[config.mk]
export PLATFORM = sky130hd
export DESIGN_NAME = filter_spad_writer_flat
export DESIGN_NICKNAME = d
export VERILOG_FILES = /design/src/rtl/filter_spad_writer_pkg.sv /design/src/rtl/filter_spad_writer_if.sv /design/src/rtl/filter_spad_writer_tracker.sv /design/src/rtl/filter_spad_writer.sv /design/src/flat_wrapper.sv
export SDC_FILE = /design/constraint.sdc
export NUM_CORES = 1
export LEC_CHECK = 0
export ABC_AREA = 1
export BUFFER_PORTS_ARGS = -buffer_cell sky130_fd_sc_hd__buf_2
export CAP_MARGIN = 20
export CORE_MARGIN = 1
export CORE_UTILIZATION = 50
export DETAILED_ROUTE_END_ITERATION = 10
export GPL_ROUTABILITY_DRIVEN = 0
export PLACE_DENSITY = 0.84
export SLEW_MARGIN = 20
export SYNTH_ARGS = -nofsm -noshare
export SYNTH_HDL_FRONTEND = slang
export SYNTH_HIERARCHICAL = 1
export SYNTH_SLANG_ARGS = --single-unit
[constraint.sdc]
create_clock -name clk -period 5 [get_ports clk]
set_input_delay 0.5 -clock clk [delete_from_list [all_inputs] [get_ports clk]]
set_output_delay 0.5 -clock clk [all_outputs]
set_load 0.02 [all_outputs]
[src/rtl/filter_spad_writer_pkg.sv]
// Shared package for the PE filter scratchpad datapath. Holds the writer
// FSM encoding and the default widths used by both the writer and the read counter.
package filter_spad_writer_pkg;

  localparam int DEF_DATA_W = 16;
  localparam int DEF_ADDR_W = 3;

  typedef enum logic [1:0] {
    IDLE  = 2'd0,
    FILL  = 2'd1,
    STALL = 2'd2
  } fsm_state_e;

endpackage

[src/rtl/filter_spad_writer_if.sv]
// Bus bundle for the filter writer: the input weight stream, the scratchpad
// write port and the bank handoff to the read side.
interface filter_spad_writer_if #(
  parameter int DATA_W = 16,
  parameter int ADDR_W = 3
);
  logic              in_valid;
  logic              in_ready;
  logic [DATA_W-1:0] in_data;
  logic              spad_we;
  logic [ADDR_W:0]   spad_waddr;
  logic [DATA_W-1:0] spad_wdata;
  logic              rd_valid;
  logic              rd_bank;
  logic              rd_release;

  // Writer side.
  modport master (
    input  in_valid, in_data, rd_release,
    output in_ready, spad_we, spad_waddr, spad_wdata, rd_valid, rd_bank
  );

  // Producer/consumer side (stream source, scratchpad and read side).
  modport slave (
    output in_valid, in_data, rd_release,
    input  in_ready, spad_we, spad_waddr, spad_wdata, rd_valid, rd_bank
  );
endinterface

[src/rtl/filter_spad_writer_tracker.sv]
// Ping-pong bank ownership: one full flag per bank plus the read pointer.
// A release only counts while the bank under the read pointer is full.
module filter_bank_tracker (
  input  logic       clk,
  input  logic       rstn,
  input  logic       clear,
  input  logic       i_set,
  input  logic       i_set_bank,
  input  logic       i_release,
  output logic [1:0] o_full,
  output logic       o_rb,
  output logic       o_rel_fire
);
  logic [1:0] r_full;
  logic       r_rb;
  logic       w_rel_fire;

  assign w_rel_fire = i_release & r_full[r_rb];

  // Set on bank completion, clear on release; both may land in one cycle
  // because they always target different banks.
  always_ff @(posedge clk or negedge rstn) begin
    if (!rstn) begin
      r_full <= 2'b00;
      r_rb   <= 1'b0;
    end else if (clear) begin
      r_full <= 2'b00;
      r_rb   <= 1'b0;
    end else begin
      if (i_set) r_full[i_set_bank] <= 1'b1;
      if (w_rel_fire) begin
        r_full[r_rb] <= 1'b0;
        r_rb         <= ~r_rb;
      end
    end
  end

  assign o_full     = r_full;
  assign o_rb       = r_rb;
  assign o_rel_fire = w_rel_fire;
endmodule

[src/rtl/filter_spad_writer.sv]
// Write side of the PE filter scratchpad. Streams weights into the bank
// being filled, then hands the completed bank to the reader.
module filter_spad_writer
  import filter_spad_writer_pkg::*;
#(
  parameter int DATA_W = DEF_DATA_W,
  parameter int ADDR_W = DEF_ADDR_W
) (
  input  logic               clk,
  input  logic               rstn,
  input  logic               clear,
  input  logic               en,
  input  logic [ADDR_W-1:0]  filter_len,
  output logic               busy,
  filter_spad_writer_if.master bus
);
  fsm_state_e        r_state;
  logic              r_wb;
  logic [ADDR_W-1:0] r_wi;
  logic [ADDR_W-1:0] r_len_q;
  logic              r_we;
  logic [ADDR_W:0]   r_waddr;
  logic [DATA_W-1:0] r_wdata;

  logic [1:0]        w_full;
  logic              w_rb;
  logic              w_rel_fire;
  logic              w_ready;
  logic              w_xfer;
  logic              w_last;
  logic [ADDR_W-1:0] w_len_eff;
  logic              w_other_full;
  logic              w_stall_rel;

  filter_bank_tracker u_trk (
    .clk        (clk),
    .rstn       (rstn),
    .clear      (clear),
    .i_set      (w_last),
    .i_set_bank (r_wb),
    .i_release  (bus.rd_release),
    .o_full     (w_full),
    .o_rb       (w_rb),
    .o_rel_fire (w_rel_fire)
  );

  assign w_ready   = (r_state == FILL) && !w_full[r_wb];
  assign w_xfer    = bus.in_valid && w_ready;
  // First word of a bank latches the length, so compare against the live input then.
  assign w_len_eff = (r_wi == '0) ? filter_len : r_len_q;
  assign w_last    = w_xfer && (r_wi == (w_len_eff - ADDR_W'(1)));
  // Other bank counts as free if it is being released this same cycle.
  assign w_other_full = w_full[~r_wb] && !(w_rel_fire && (w_rb == ~r_wb));
  assign w_stall_rel  = w_rel_fire && (w_rb == r_wb);

  // Control FSM with the bank/word counters.
  always_ff @(posedge clk or negedge rstn) begin
    if (!rstn) begin
      r_state <= IDLE;
      r_wb    <= 1'b0;
      r_wi    <= '0;
      r_len_q <= '0;
    end else if (clear) begin
      r_state <= IDLE;
      r_wb    <= 1'b0;
      r_wi    <= '0;
      r_len_q <= '0;
    end else begin
      case (r_state)
        IDLE: if (en && (filter_len != '0)) r_state <= FILL;
        FILL: begin
          if (w_xfer) begin
            if (r_wi == '0) r_len_q <= filter_len;
            if (w_last) begin
              r_wi <= '0;
              r_wb <= ~r_wb;
              if (w_other_full) r_state <= STALL;
              else if (!en)     r_state <= IDLE;
            end else begin
              r_wi <= r_wi + ADDR_W'(1);
            end
          end else if (!en && (r_wi == '0)) begin
            r_state <= IDLE;
          end
        end
        STALL: if (w_stall_rel || !w_full[r_wb]) r_state <= FILL;
        default: r_state <= IDLE;
      endcase
    end
  end

  // One-cycle write pipeline into the scratchpad.
  always_ff @(posedge clk or negedge rstn) begin
    if (!rstn) begin
      r_we    <= 1'b0;
      r_waddr <= '0;
      r_wdata <= '0;
    end else if (clear) begin
      r_we    <= 1'b0;
      r_waddr <= '0;
      r_wdata <= '0;
    end else begin
      r_we <= w_xfer;
      if (w_xfer) begin
        r_waddr <= {r_wb, r_wi};
        r_wdata <= bus.in_data;
      end
    end
  end

  assign bus.in_ready   = w_ready;
  assign bus.spad_we    = r_we;
  assign bus.spad_waddr = r_waddr;
  assign bus.spad_wdata = r_wdata;
  assign bus.rd_valid   = w_full[w_rb];
  assign bus.rd_bank    = w_rb;
  assign busy           = (r_state != IDLE);
endmodule

[src/flat_wrapper.sv]
// flat-port wrapper written by rule: the top's interface ports become plain ports
module filter_spad_writer_flat import filter_spad_writer_pkg::*;
#(
  parameter int DATA_W = DEF_DATA_W,
  parameter int ADDR_W = DEF_ADDR_W
)
  (clk, rstn, clear, en, filter_len, busy, bus_in_valid, bus_in_data, bus_rd_release, bus_in_ready, bus_spad_we, bus_spad_waddr, bus_spad_wdata, bus_rd_valid, bus_rd_bank);
  filter_spad_writer_if #(.DATA_W(DATA_W), .ADDR_W(ADDR_W)) bus_i ();
  input  logic clk;
  input  logic rstn;
  input  logic clear;
  input  logic en;
  input  logic [ADDR_W-1:0] filter_len;
  output logic busy;
  input wire logic [$bits(bus_i.in_valid)-1:0] bus_in_valid;
  input wire logic [$bits(bus_i.in_data)-1:0] bus_in_data;
  input wire logic [$bits(bus_i.rd_release)-1:0] bus_rd_release;
  output wire logic [$bits(bus_i.in_ready)-1:0] bus_in_ready;
  output wire logic [$bits(bus_i.spad_we)-1:0] bus_spad_we;
  output wire logic [$bits(bus_i.spad_waddr)-1:0] bus_spad_waddr;
  output wire logic [$bits(bus_i.spad_wdata)-1:0] bus_spad_wdata;
  output wire logic [$bits(bus_i.rd_valid)-1:0] bus_rd_valid;
  output wire logic [$bits(bus_i.rd_bank)-1:0] bus_rd_bank;
  assign bus_i.in_valid = bus_in_valid;
  assign bus_i.in_data = bus_in_data;
  assign bus_i.rd_release = bus_rd_release;
  assign bus_in_ready = bus_i.in_ready;
  assign bus_spad_we = bus_i.spad_we;
  assign bus_spad_waddr = bus_i.spad_waddr;
  assign bus_spad_wdata = bus_i.spad_wdata;
  assign bus_rd_valid = bus_i.rd_valid;
  assign bus_rd_bank = bus_i.rd_bank;
  filter_spad_writer #(.DATA_W(DATA_W), .ADDR_W(ADDR_W)) u_core (.clk(clk), .rstn(rstn), .clear(clear), .en(en), .filter_len(filter_len), .busy(busy), .bus(bus_i));
endmodule
After elaboration in Yosys (flattened, before gate mapping). Index checks and enable logic that the tools add are counted.

Logic and storage cells: 99. Output and inout port bits: 25. Input bits: 25. Register bits after elaboration: 33.

Add/sub/neg operators: 2. Order comparisons: 5. Reductions and logical operators: 25. Muxes and demuxes: 42. Bitwise gates (word level): 6. Equality and inequality tests: 10.

Operators by type and width (number): $mux W16 (2); $mux W2 (12); $mux W3 (8); $mux W1 (15); $logic_and A1 B1 Y1 (10); $reduce_bool A2 Y1 (5); $mux W4 (2); $lt A1 B2 Y1 const B (3); $ne A3 B2 Y1 const B (2); $pmux W2 S3 (1); $ne A5 B5 Y1 const B (1); $reduce_and A5 Y1 (1); $ne A4 B3 Y1 const B (1); $ne A4 B4 Y1 const B (1); $add A3 B1 Y3 const B (1); $eq A3 B3 Y1 (1); $logic_not A1 Y1 (3); $logic_not A3 Y1 (1); $reduce_and A3 Y1 (1); $reduce_bool A3 Y1 (1); $sub A3 B1 Y3 const B (1); $and A2 B2 Y2 (1); $demux W1 S1 (2); $eq A1 B1 Y1 (2); other kinds (10) (12).

Depth between registers and ports, before layout. Gate-level depths: netlist of run 1.

Depth in word-level cells: 11. Gate-level depth with buffers: 17. Gate-level depth less buffers: 17.

By module. The synthesis of run 1 kept the hierarchy.

By module, submodules not included: filter_spad_writer (seq. area each 750.7 um2, times used 1, area an instance 1485.2 um2, cells each 158); filter_bank_tracker (seq. area each 75.1 um2, times used 1, area an instance 166.4 um2, cells each 22).

Worst setup path before layout of run 1. OpenSTA, ideal clock, no wires.

Path type: reg2reg. Start: register u_core.r_wi[0]. End: register u_core.u_trk.r_full[0], in the netlist u_core/u_trk/o_full[0]. Data required time: 4.937 ns. Path slack: 2.946 ns. Stages on the path, launching flop included: 14. Setup time: 0.063 ns. Arrival time: 1.991 ns. Clock period less this slack: 2.054 ns. Buffers on the path: 0. Path through: dfrtp_1 inv_1 ha_1 nand2_4 o21ai_0 ha_1 xnor2_1 nor2_4 nand3_2 inv_1 nand2_1 a21oi_1 nand2_1 inv_1.

Longest elaborated chain between the ends: 10.

RTL lines: start: declaration (line filter_spad_writer.sv:19) `logic [ADDR_W-1:0] r_wi;`; start signal: assignment (line filter_spad_writer.sv:80) `r_wi <= r_wi + ADDR_W'(1);`; $logic_not A3 Y1 (line filter_spad_writer.sv:50) `assign w_len_eff = (r_wi == '0) ? filter_len : r_len_q;`; $mux W3; $sub A3 B1 Y3 (line filter_spad_writer.sv:51) `assign w_last = w_xfer && (r_wi == (w_len_eff - ADDR_W'(1)));`; $eq A3 B3 Y1 * (line filter_spad_writer.sv:51); $logic_and A1 B1 Y1 * (line filter_spad_writer.sv:51); net u_core.w_last (line filter_spad_writer.sv:30) `logic w_last;`; $mux W2 * (line filter_spad_writer_tracker.sv:30) `if (i_set) r_full[i_set_bank] <= 1'b1;`; $mux W2 * (line filter_spad_writer_tracker.sv:26) `end else if (clear) begin`; $and A2 B2 Y2 (no line); $mux W2 * (line filter_spad_writer_tracker.sv:31) `if (w_rel_fire) begin`; $mux W2 * (line filter_spad_writer_tracker.sv:26); end signal: assignment (line filter_spad_writer_tracker.sv:27) `r_full <= 2'b00;`; end signal: indexed assignment (line filter_spad_writer_tracker.sv:30); end signal: indexed assignment (line filter_spad_writer_tracker.sv:32) `r_full[r_rb] <= 1'b0;`; end: declaration (line filter_spad_writer_tracker.sv:14) `logic [1:0] r_full;`.

The timed path passes the listed nets; every way through them passes the cells marked *. The select of a mux whose other input is x is not followed. A chain may end at the register's enable or synchronous reset.

Worst setup path in the final report of run 1.
Start: register u_core.r_wi[0]. End: register u_core.r_state[1].

Longest elaborated chain between the ends: 7. Elaborated cells between the ends (all ways): 9. Those cells by class: 1 x add/sub; 3 x eq/ne; 1 x mux; 4 x reduce/logical.

RTL lines: $logic_not A3 Y1 (line filter_spad_writer.sv:50, filter_spad_writer.sv:82); $mux W3; $sub A3 B1 Y3 (line filter_spad_writer.sv:51); $eq A3 B3 Y1 (line filter_spad_writer.sv:51); $logic_and A1 B1 Y1 (line filter_spad_writer.sv:51); $ne A4 B4 Y1 (no line); $reduce_and A5 Y1 (no line) *; end signal: assignment (line filter_spad_writer.sv:59) `r_state <= IDLE;`; end signal: assignment (line filter_spad_writer.sv:64) `r_state <= IDLE;`; end signal: assignment (line filter_spad_writer.sv:70) `IDLE: if (en && (filter_len != '0)) r_state <= FILL;`; end: declaration (line filter_spad_writer.sv:17) `fsm_state_e r_state;`.

Every way passes the cells marked *; elsewhere a longest branch is shown, timed or not.

==> run metrics, run 1 <==
CTS root buf=clkbuf_4; Vias per Instance=5.13; ANT cells=0; worst path bufs/invs=1; Final Max Tran Viols=0; # clock sinks=33; peak fanout along the critical path=7; Seq/Total Area, Yosys=50.0%; Finished Layout Cells=277; Area Overhead vs Synth=21.1%; vias in the first global route=1388; Max stage delay on crit path=0.44 ns; Resize count post-CTS=0; Period Utilization, post-route=46.3%; Chip Height=59.5 um; crit path cell chain=inv_1, ha_1, nand2_4, o21ai_0, ha_1, xnor2_1, nor2_4, nand3_2, nand2_2, nand2_1, nand2_1, nand3_1, nand2_1; Hold Vio Cnt, Final=0; internal power=0.479 mW; Initial Utilization=53.2%; Pwr per Cell Area=352 mW/mm^2; Top Ports=50; Leakage=1.09 nW; Worst setup SP type=flip-flop; Port Buffers=49; final setup fails=0; Top delay family on crit path=adder cells; Post-CTS Setup Inserts=0; CTS Buf Count=5; Synth async-reset ratio=100%; Clock transition at path regs=0.10 ns; Switch Pwr=0.225 mW; Synth Register Bits=33; CTS tree=yes; clk_skew=0.00615 ns; Slowest cell on crit path=dfrtp_1; Place WS=2.71 ns; Final nets=260; RSZ-0062 raised after global routing=false; Worst setup EP type=flip-flop; cts hold-fix bufs=0; WL final=3350 um; Most used DFF post-synth=dfrtp_1; Multi-input gate area=691 um^2; later-pin clock latency in the skew report=0.32 ns; post-route ant nets=0; Fmax achieved=432 MHz; setup TNS=0 ns; Net Sw Frac=31.9%; Worst VDD drop=0.000197 V; Logic pwr share=27.6%; Post-synth EDFFs=0; HP Class=primary input to async pin; syn_area_per_cell=9.18 um^2; synth unique cells=27; GRT Total Usage=21.7%; synthesized area=0.00165 mm^2; total gr overflow=0; Core ar.=0.00310 mm^2; detailed placer's ending HPWL=2500 um; Synth Instances=180; worst rel slew slack=53.4%; clk buf depth=2; vias=1421; Critical Setup Path Class=flip-flop to flip-flop; Power, Total=0.704 mW; Final Critical Period=2.32 ns; layout cells sized above 1=31.3%; Worst EP arrival=2.53 ns; Max-Cap Viols=0; Reg area=826 um^2; WHS=0.212 ns; CP dominant cell by count=nand2_1; DRC viols=0; H-Tree Depth=2; Layout fillers=292; Worst-Margin Slew=0.699 ns; initial antenna violation count=0; first-pass GRT wire length=5620 um; Placement Rows=20; Synth Warn #=6; status=finished clean; placed cells=269; die width=59.5 um; syn_nets=208; Clk pwr share=29.0%; Worst Path Required=5.22 ns; DR WL/cell=12.1 um; Sequential Power Share=43.4%; pin count of the biggest net entering global routing=34; die area=0.00354 mm^2; worst setup margin=2.68 ns; initial drt markers=43; DR pass1 iterations=4
layout make-up:
class                           instances  area share [%]
Tap cell                               44            2.75
Inverter                               26            4.88
Clock inverter                          1            1.50
Clock buffer                            7            2.75
Timing Repair Buffer                   49            12.3
Sequential cell                        33            41.3
Multi-Input combinational cell        117            34.5
sequential cells by signal (all words and copies together), names as in the netlist:
register / count
u_core/r_wi: 3
u_core/u_trk/o_rb: 1
u_core/r_wb: 1
u_core/bus.spad_wdata: 16
u_core/bus.spad_waddr: 4
u_core/r_len_q: 3
u_core/u_trk/o_full: 2
u_core/bus.spad_we: 1
u_core/r_state: 2
worst paths after layout:
check	cells after the start	slack, ns	end	startpoint
setup reg to reg	13	2.68	u_core/r_state[1]	u_core/r_wi[0]
hold / removal	1	0.21	u_core/r_len_q[1]	rstn
max in group asynchronous	1	4.34	u_core/bus.spad_wdata[3]	rstn
hold reg to reg	2	0.49	u_core/bus.spad_waddr[2]	u_core/bus.spad_waddr[2]
min in group clk	2	0.40	u_core/bus.spad_wdata[2]	bus_in_data[2]
setup / recovery	13	2.68	u_core/r_state[1]	u_core/r_wi[0]
placed cells by master, fill, tap and decap left out, drive strengths merged:
| cell | synthesis | routed |
|---|---|---|
| bufinv | 0 | 1 |
| a21oi | 4 | 4 |
| a22o | 16 | 16 |
| ha | 3 | 3 |
| nor2 | 7 | 7 |
| nand3 | 19 | 19 |
| inv | 26 | 26 |
| xor2 | 1 | 1 |
| buf | 4 | 49 |
| o22ai | 2 | 2 |
| o21ai | 12 | 12 |
| o31ai | 1 | 1 |
| clkbuf | 0 | 7 |
| nor3 | 1 | 1 |
| nand2 | 46 | 46 |
| nand4 | 2 | 2 |
| xnor2 | 1 | 1 |
| or2 | 2 | 2 |
| dfrtp | 33 | 33 |
routing by layer:
metal  GRT usage [%]  up-vias  routed length [um]
met5               0        -                   0
met4            10.2        0                  29
met3            5.90        4                 198
met2            35.3       45                1550
met1            26.6      673                1570
li1                -      699                   -
through the flow:
step,area (um^2),utilization (%)
floorplan,1650,-
global placement,1910,61.7
detailed placement,1910,61.7
CTS,2000,64.4
global route,2000,64.4
finish,2000,64.4
cell families (layout without fill, tap and decap cells):
logic type / after synthesis / in the layout / synth area share (%)
buffers and inverters: 30 / 83 / 8.18
flip-flops: 33 / 33 / 50.0
XOR/XNOR: 2 / 2 / 1.06
AND/OR/NAND/NOR: 77 / 77 / 23.7
adder cells (fa/ha/maj): 3 / 3 / 2.27
AO/OA/AOI/OAI: 35 / 35 / 14.8
synth_stat cells (2+ instances only):
library cell	n	area share [%]
nand2_1	41	9.3
nor2_1	4	0.91
nand2_4	2	1.4
ha_1	3	2.3
o22ai_1	2	0.76
nand3_1	16	4.8
inv_2	4	0.91
buf_4	2	0.91
nand4_1	2	0.76
inv_1	22	5.0
dfrtp_1	33	50
nand2_2	3	1.1
o21ai_0	10	3.0
nor2_4	3	2.0
a21oi_1	3	0.91
a22o_1	16	8.5
nand3_2	2	1.2
o21ai_1	2	0.61
buf_6	2	1.4
power by group through the flow:
stage	clock network, mW	registers (mW)	logic (mW)
final	0.204	0.305	0.194
after global routing	0.223	0.308	0.214
after CTS	0.209	0.305	0.195
after detailed placement	0	0.309	0.195
after global placement	0	0.310	0.190
after floorplan	0	0.327	0.125
Note: power is estimated with default switching activity, not from simulation.
==> run 2: changes to the inputs <==
- ABC_AREA: 1 -> 0
- CORE_UTILIZATION: 50 -> 46
- PLACE_DENSITY: 0.84 -> 0.81
- clock period: 5 -> 2.1 ns (I/O delays scaled with it)
==> run metrics, run 2 <==
Power, Total=1.58 mW (+120%); total gr overflow=0 (unchanged); Synth async-reset ratio=100% (unchanged); Synth top cells by count=nand2_1 (45), dfrtp_1 (33), a21oi_1 (25), nor2_1 (8), nand2b_1 (6); Hold Vio Cnt, Final=0 (unchanged); Worst-Margin Slew=0.718 ns (+0.0195 ns); first-pass GRT wire length=5790 um (+3.1%); Max-Cap Viols=0 (unchanged); commonest cells after routing, fill and taps aside=buf_2 (49), nand2_1 (45), dfrtp_1 (33); # clock sinks=33 (unchanged); ANT cells=0 (unchanged); pin count of the biggest net entering global routing=35 (+2.9%); Synth Warn #=6 (unchanged); die width=62.0 um (+4.2%); Max stage delay on crit path=0.44 ns (about the same); initial antenna violation count=0 (unchanged); DR pass1 iterations=4 (unchanged); layout cells sized above 1=40.6% (+9.2 points); CTS root buf=clkbuf_4; placed cells=280 (+4.1%); Layout fillers=276 (-5.5%); Worst setup EP type=flip-flop; Clock transition at path regs=0.11 ns (about the same); final cell utilization of the core=67.4% (+2.9 points); peak fanout along the critical path=2 (-5); vias=1522 (+7.1%); Chip Height=62.0 um (+4.2%); final setup fails=7 (+7); status=finished with violations; initial drt markers=74 (+72%); area leader, netlist=dfrtp_1; Final Max Tran Viols=0 (unchanged); Synth area leaders=dfrtp_1 (50%), nand2_1 (10%), a21oi_1 (7.6%); worst setup margin=-0.263 ns (-2.95 ns); RSZ-0062 raised after global routing=true; failing checks=setup timing; Initial Utilization=48.8% (-4.4 points); Port Buffers=49 (unchanged); Worst EP arrival=2.63 ns (+0.10 ns); Finished Layout Cells=295 (+6.5%); Period Utilization, post-route=113% (+66 points); number of flip-flops in the largest register=16 (unchanged); syn_nets=206 (-0.96%); detailed placer's ending HPWL=2620 um (+4.8%); most common cell after layout, fill and taps aside=buf_2; Leakage=1.09 nW (+0.55%); post-route ant nets=0 (unchanged); GRT Total Usage=21.4% (-0.30 points); Final nets=276 (+6.2%); Post-synth EDFFs=0 (unchanged); Synth Register Bits=33 (unchanged); Worst setup SP type=flip-flop; Pwr per Cell Area=692 mW/mm^2 (+96%); synth unique cells=39 (+44%); DRC viols=0 (unchanged); share of the synthesized area in the top cell type=49.9% (-0.11 points); Top Ports=50 (unchanged); worst path bufs/invs=2 (+1); clk_skew=0.00957 ns (+0.00342 ns); Top delay family on crit path=simple AND/OR/NAND/NOR gates; clk buf depth=2 (unchanged); Vias per Instance=5.16 (+0.57%); synthesized area=0.00166 mm^2 (+0.23%); Fmax achieved=423 MHz (-2.0%); vias in the first global route=1300 (-6.3%); worst rel slew slack=52.1% (-1.3 points); HP Class=primary input to flip-flop; Seq/Total Area, Yosys=49.9% (-0.11 points); most common cell in the netlist=nand2_1; Placement Rows=21 (+5.0%); Synth Instances=178 (-1.1%); syn_area_per_cell=9.30 um^2 (+1.4%); Most used DFF post-synth=dfrtp_1; Worst VDD drop=0.000393 V (+99%); Final Critical Period=2.36 ns (+0.0469 ns); Worst Path Required=2.36 ns (-2.86 ns); DR WL/cell=13.6 um (+13%); H-Tree Depth=2 (unchanged); Slowest cell on crit path=or4b_1; later-pin clock latency in the skew report=0.33 ns (about the same); die area=0.00384 mm^2 (+8.6%); crit path cell chain=inv_2, ha_4, buf_4, mux2_2, o21ai_0, xor2_1, and3_1, or4b_1, o21ai_1; Critical Setup Path Class=flip-flop to flip-flop; Core ar.=0.00339 mm^2 (+9.2%); WL final=4010 um (+20%); CTS tree=yes; CTS Buf Count=5 (unchanged); Area Overhead vs Synth=37.9%
==> run 2: changes by cell type in the layout (fill, tap and decap cells not counted), sizes merged, moves of 3 or more <==
| cell | delta |
|---|---|
| nand3 | -18 |
| mux2 | +4 |
| inv | -22 |
| nand2b | +6 |
| o21ai | -9 |
| a21oi | +21 |
| a211oi | +3 |
| mux2i | +4 |
| buf | +23 |
| a22o | -15 |
| or3 | +3 |
==> run 2: final cells by class <==
cell class / instances / area [um^2] / share of cell area, %
Clock inverter: 1 / 30.0 / 1.32
Inverter: 4 / 15.0 / 0.658
Multi-Input combinational cell: 131 / 868 / 38.0
Sequential cell: 33 / 826 / 36.2
Clock buffer: 7 / 55.1 / 2.41
Tap cell: 46 / 57.6 / 2.52
Timing Repair Buffer: 73 / 432 / 18.9
==> run 2: worst paths after layout <==
check	startpoint	depth (start not counted)	slack, ns	end
setup / recovery	u_core/r_wi[0]	9	-0.26	u_core/u_trk/o_full[0]
hold / removal	bus_in_data[5]	3	0.10	u_core/bus.spad_wdata[5]
setup reg to reg	u_core/r_wi[0]	9	-0.26	u_core/u_trk/o_full[0]
hold reg to reg	u_core/bus.spad_wdata[7]	2	0.52	u_core/bus.spad_wdata[7]
max in group asynchronous	rstn	2	1.17	u_core/bus.spad_wdata[13]
min in group asynchronous	rstn	2	0.47	u_core/u_trk/o_full[1]
==> run 2: metal layers <==
| metal | global-route usage, % | vias up | part of all wire, % |
|---|---|---|---|
| li1 | - | 743 | - |
| met1 | 27.0 | 724 | 41 |
| met2 | 33.0 | 49 | 52 |
| met3 | 6.42 | 6 | 5.2 |
| met4 | 11.4 | 0 | 1.4 |
| met5 | 0 | - | 0 |
==> run 2: logic make-up (layout without fill, tap and decap cells) <==
group,Yosys count,after routing,synth area share (%)
AOI/OAI and AO/OA,40,40,15.2
DFF,33,33,49.9
xor gates and xnor gates,4,4,2.12
buffers and inverters,14,85,4.01
adders and majority gates,3,3,2.27
muxes,8,8,5.37
and+or+nand+nor,76,76,21.2
==> run 2: metrics by stage <==
stage	setup TNS, ns	setup WS (ns)	area, um^2	hold WS, ns
4_1_cts	-0.398	-0.163	2200	0.0837
5_1_grt	-1.36	-0.344	2280	0.0787
3_5_place_dp	-0.909	-0.262	2050	0.308
6_report	-0.815	-0.263	2280	0.104
3_3_place_gp	-0.222	-0.154	2050	0.308
2_1_floorplan	-0.560	-0.334	1670	-0.0856
==> run 2: repair_timing <==
| item | 4_1_cts | 5_1_grt |
|---|---|---|
| buffers inserted | 4 | 3 |
| pin swaps | 1 | 4 |
| resized for setup | 5 | 9 |
| hold buffers | 1 | 0 |
| setup endpoints to repair | 8 | 8 |
| hold endpoints to repair | 33 | 0 |
==> run 2: worst register-to-register path: cells and delay by family (launching register included) <==
family | cells | cell delay (ns)
AND/OR/NAND/NOR | 2 | 0.65
flip-flops | 1 | 0.40
AO/OA/AOI/OAI | 2 | 0.37
multiplexers | 1 | 0.33
XOR/XNOR | 1 | 0.23
buffers and inverters | 2 | 0.18
adder cells (fa/ha/maj) | 1 | 0.15
==> run 2: where the power goes <==
group / switching (mW) / internal, mW / total, mW / leakage [nW]
clock network: 0.210 / 0.284 / 0.494 / 0.0455
logic: 0.214 / 0.181 / 0.396 / 0.594
registers: 0.0234 / 0.667 / 0.690 / 0.454
==> run 3: changes to the inputs <==
--- a/config.mk
+++ b/config.mk
@@ -8,5 +8,5 @@
 export ABC_AREA = 0
+export ABC_CLOCK_PERIOD_IN_PS = 2100
 export BUFFER_PORTS_ARGS = -buffer_cell sky130_fd_sc_hd__buf_2
 export CAP_MARGIN = 20
-export CORE_MARGIN = 1
 export CORE_UTILIZATION = 46
==> constraint.sdc (replaced) <==
create_clock -name clk -period 2.1 [get_ports clk]
set_input_delay 0.42 -clock clk [delete_from_list [all_inputs] [get_ports clk]]
set_output_delay 0.42 -clock clk [all_outputs]
set_load 0.02 [all_outputs]
==> run metrics, run 3 (synthesis gave the netlist of run 2 again) <==
WHS=0.131 ns (+0.0269 ns); CTS Buf Count=5 (unchanged); CTS tree=yes; Logic pwr share=26.1% (+1.1 points); Power, Total=1.39 mW (-12%); Max-Cap Viols=0 (unchanged); clk buf depth=2 (unchanged); Worst EP arrival=2.58 ns (-0.05 ns); cts hold-fix bufs=0 (-1); initial antenna violation count=0 (unchanged); Clk pwr share=24.2% (-7.1 points); ANT cells=0 (unchanged); Top Ports=50 (unchanged); clk_skew=0.00656 ns (-0.00300 ns); pin count of the biggest net entering global routing=34 (-2.9%); layout cells sized above 1=40.9% (+0.33 points); Worst setup EP type=flip-flop; status=finished with violations; Final Critical Period=2.32 ns (-0.0467 ns); DR pass1 iterations=4 (unchanged); failing checks=setup timing; WL final=3800 um (-5.2%); peak fanout along the critical path=3 (+1); Port Buffers=49 (unchanged); Net Sw Frac=31.2% (+2.9 points); worst rel slew slack=52.0% (-0.061 points); Initial Utilization=48.8% (unchanged); RSZ-0062 raised after global routing=true; Critical Setup Path Class=flip-flop to flip-flop; worst setup margin=-0.216 ns (+0.0467 ns); Area Overhead vs Synth=33.0%; detailed placer's ending HPWL=2650 um (+1.5%); most common cell after layout, fill and taps aside=buf_2; final setup fails=5 (-2); Final nets=274 (-0.72%); GRT Total Usage=22.1% (+0.70 points); die width=62.0 um (unchanged); number of flip-flops in the largest register=16 (unchanged); Leakage=1.07 nW (-2.1%); # clock sinks=33 (unchanged); Reg2Reg Depth=10 (+1); Clock transition at path regs=0.10 ns (about the same); Fmax achieved=432 MHz (+2.0%); vias in the first global route=1339 (+3.0%); FF-to-FF End=u_core/u_trk/o_full[0]; DR WL/cell=13.0 um (-4.6%); internal power=0.955 mW (-16%); Worst-Margin Slew=0.719 ns (+0.000916 ns); Vias per Instance=5.09 (-1.4%); Sequential Power Share=49.6% (+5.9 points); Pwr per Cell Area=630 mW/mm^2 (-8.9%); Switch Pwr=0.433 mW (-3.3%); H-Tree Depth=2 (unchanged); CTS root buf=clkbuf_4; Worst Path Required=2.36 ns (about the same); Hold Vio Cnt, Final=0 (unchanged); post-route ant nets=0 (unchanged); vias=1490 (-2.1%); total gr overflow=0 (unchanged); Multi-input gate area=842 um^2 (-3.0%); Layout fillers=283 (+2.5%); DRC viols=0 (unchanged); initial drt markers=35 (-53%); die area=0.00384 mm^2 (unchanged); Reg2Reg Setup Slack=-0.22 ns (+0.05 ns); Worst setup SP type=flip-flop; Final Max Tran Viols=0 (unchanged); Reg2Reg Launch Point=u_core/r_wi[0]; Period Utilization, post-route=110% (-2.2 points); commonest cells after routing, fill and taps aside=buf_2 (49), nand2_1 (45), dfrtp_1 (33); Placement Rows=21 (unchanged); Chip Height=62.0 um (unchanged); Reg area=826 um^2 (unchanged); HP Class=primary input to async pin; later-pin clock latency in the skew report=0.33 ns (about the same); Core ar.=0.00339 mm^2 (unchanged); Worst VDD drop=0.000420 V (+7.0%); first-pass GRT wire length=5910 um (+2.0%)
## run 3: cell types whose count changed in the layout (fill, tap and decap cells not counted), sizes merged
cell and change:
clkinv +2, buf -1, bufinv -1, clkbuf -1, dlygate4sd3 -1
## run 3: final cells by class
type / instances / share of cell area [%]
flip-flops and latches: 33 / 37.5
clock inverters: 2 / 0.455
multi-input cells: 131 / 38.2
inverters: 4 / 0.682
well taps: 46 / 2.61
repair buffers: 71 / 18.6
clock buffers: 6 / 1.88
## run 3: timing repair
item,in CTS,in global routing
buffers inserted,4,2
gates cloned,0,0
gates resized for setup,7,6
setup endpoints to repair,7,8
pin swaps,1,5
hold endpoints to repair,0,0
## run 3: worst max path at each step
stage | from | cells past startpoint | endpoint
global route | u_core/r_wi[1] | 10 | u_core/u_trk/o_full[0]
detailed placement | u_core/r_wi[0] | 10 | u_core/u_trk/o_full[0]
CTS | u_core/r_wi[0] | 10 | u_core/u_trk/o_full[0]
finish | u_core/r_wi[0] | 10 | u_core/u_trk/o_full[0]
floorplan | u_core/r_wi[0] | 11 | u_core/u_trk/o_full[0]
global placement | u_core/r_wi[0] | 10 | u_core/u_trk/o_full[0]
## run 3: layer usage
layer | vias up | track usage [%] | share of wire [%]
met5 | - | 0 | 0
met4 | 0 | 9.52 | 1.8
met1 | 706 | 27.1 | 45
met2 | 32 | 36.8 | 49
li1 | 744 | - | -
met3 | 8 | 5.59 | 3.4
## run 3: critical path, cell delays in order, from the launching register on
cell and delay, ns:
dfrtp_1 0.37, inv_2 0.06, ha_4 0.17, nand2b_4 0.09
mux2i_2 0.25, ha_1 0.29, xnor2_2 0.15, a31oi_2 0.15
and3_1 0.20, or4b_1 0.43, o21ai_1 0.09
## run 3: metrics by stage
| step | worst slack [ns] | std cells | instance area [um^2] | util (%) | TNS (ns) |
|---|---|---|---|---|---|
| after floorplan | -0.334 | 178 | 1670 | - | -0.560 |
| after global placement | -0.211 | 280 | 2050 | 60.4 | -0.306 |
| after detailed placement | -0.331 | 280 | 2050 | 60.4 | -0.961 |
| after CTS | -0.139 | 292 | 2160 | 63.8 | -0.250 |
| after global routing | -0.265 | 293 | 2200 | 65.0 | -0.845 |
| final | -0.216 | 293 | 2200 | 65.0 | -0.456 |
## run 3: power groups by stage
stage	Sequential (mW)	Combinational, mW	Clock [mW]
floorplan	0.726	0.167	0
global placement	0.697	0.310	0
detailed placement	0.699	0.318	0
CTS	0.688	0.348	0.349
global route	0.693	0.400	0.375
finish	0.689	0.363	0.336
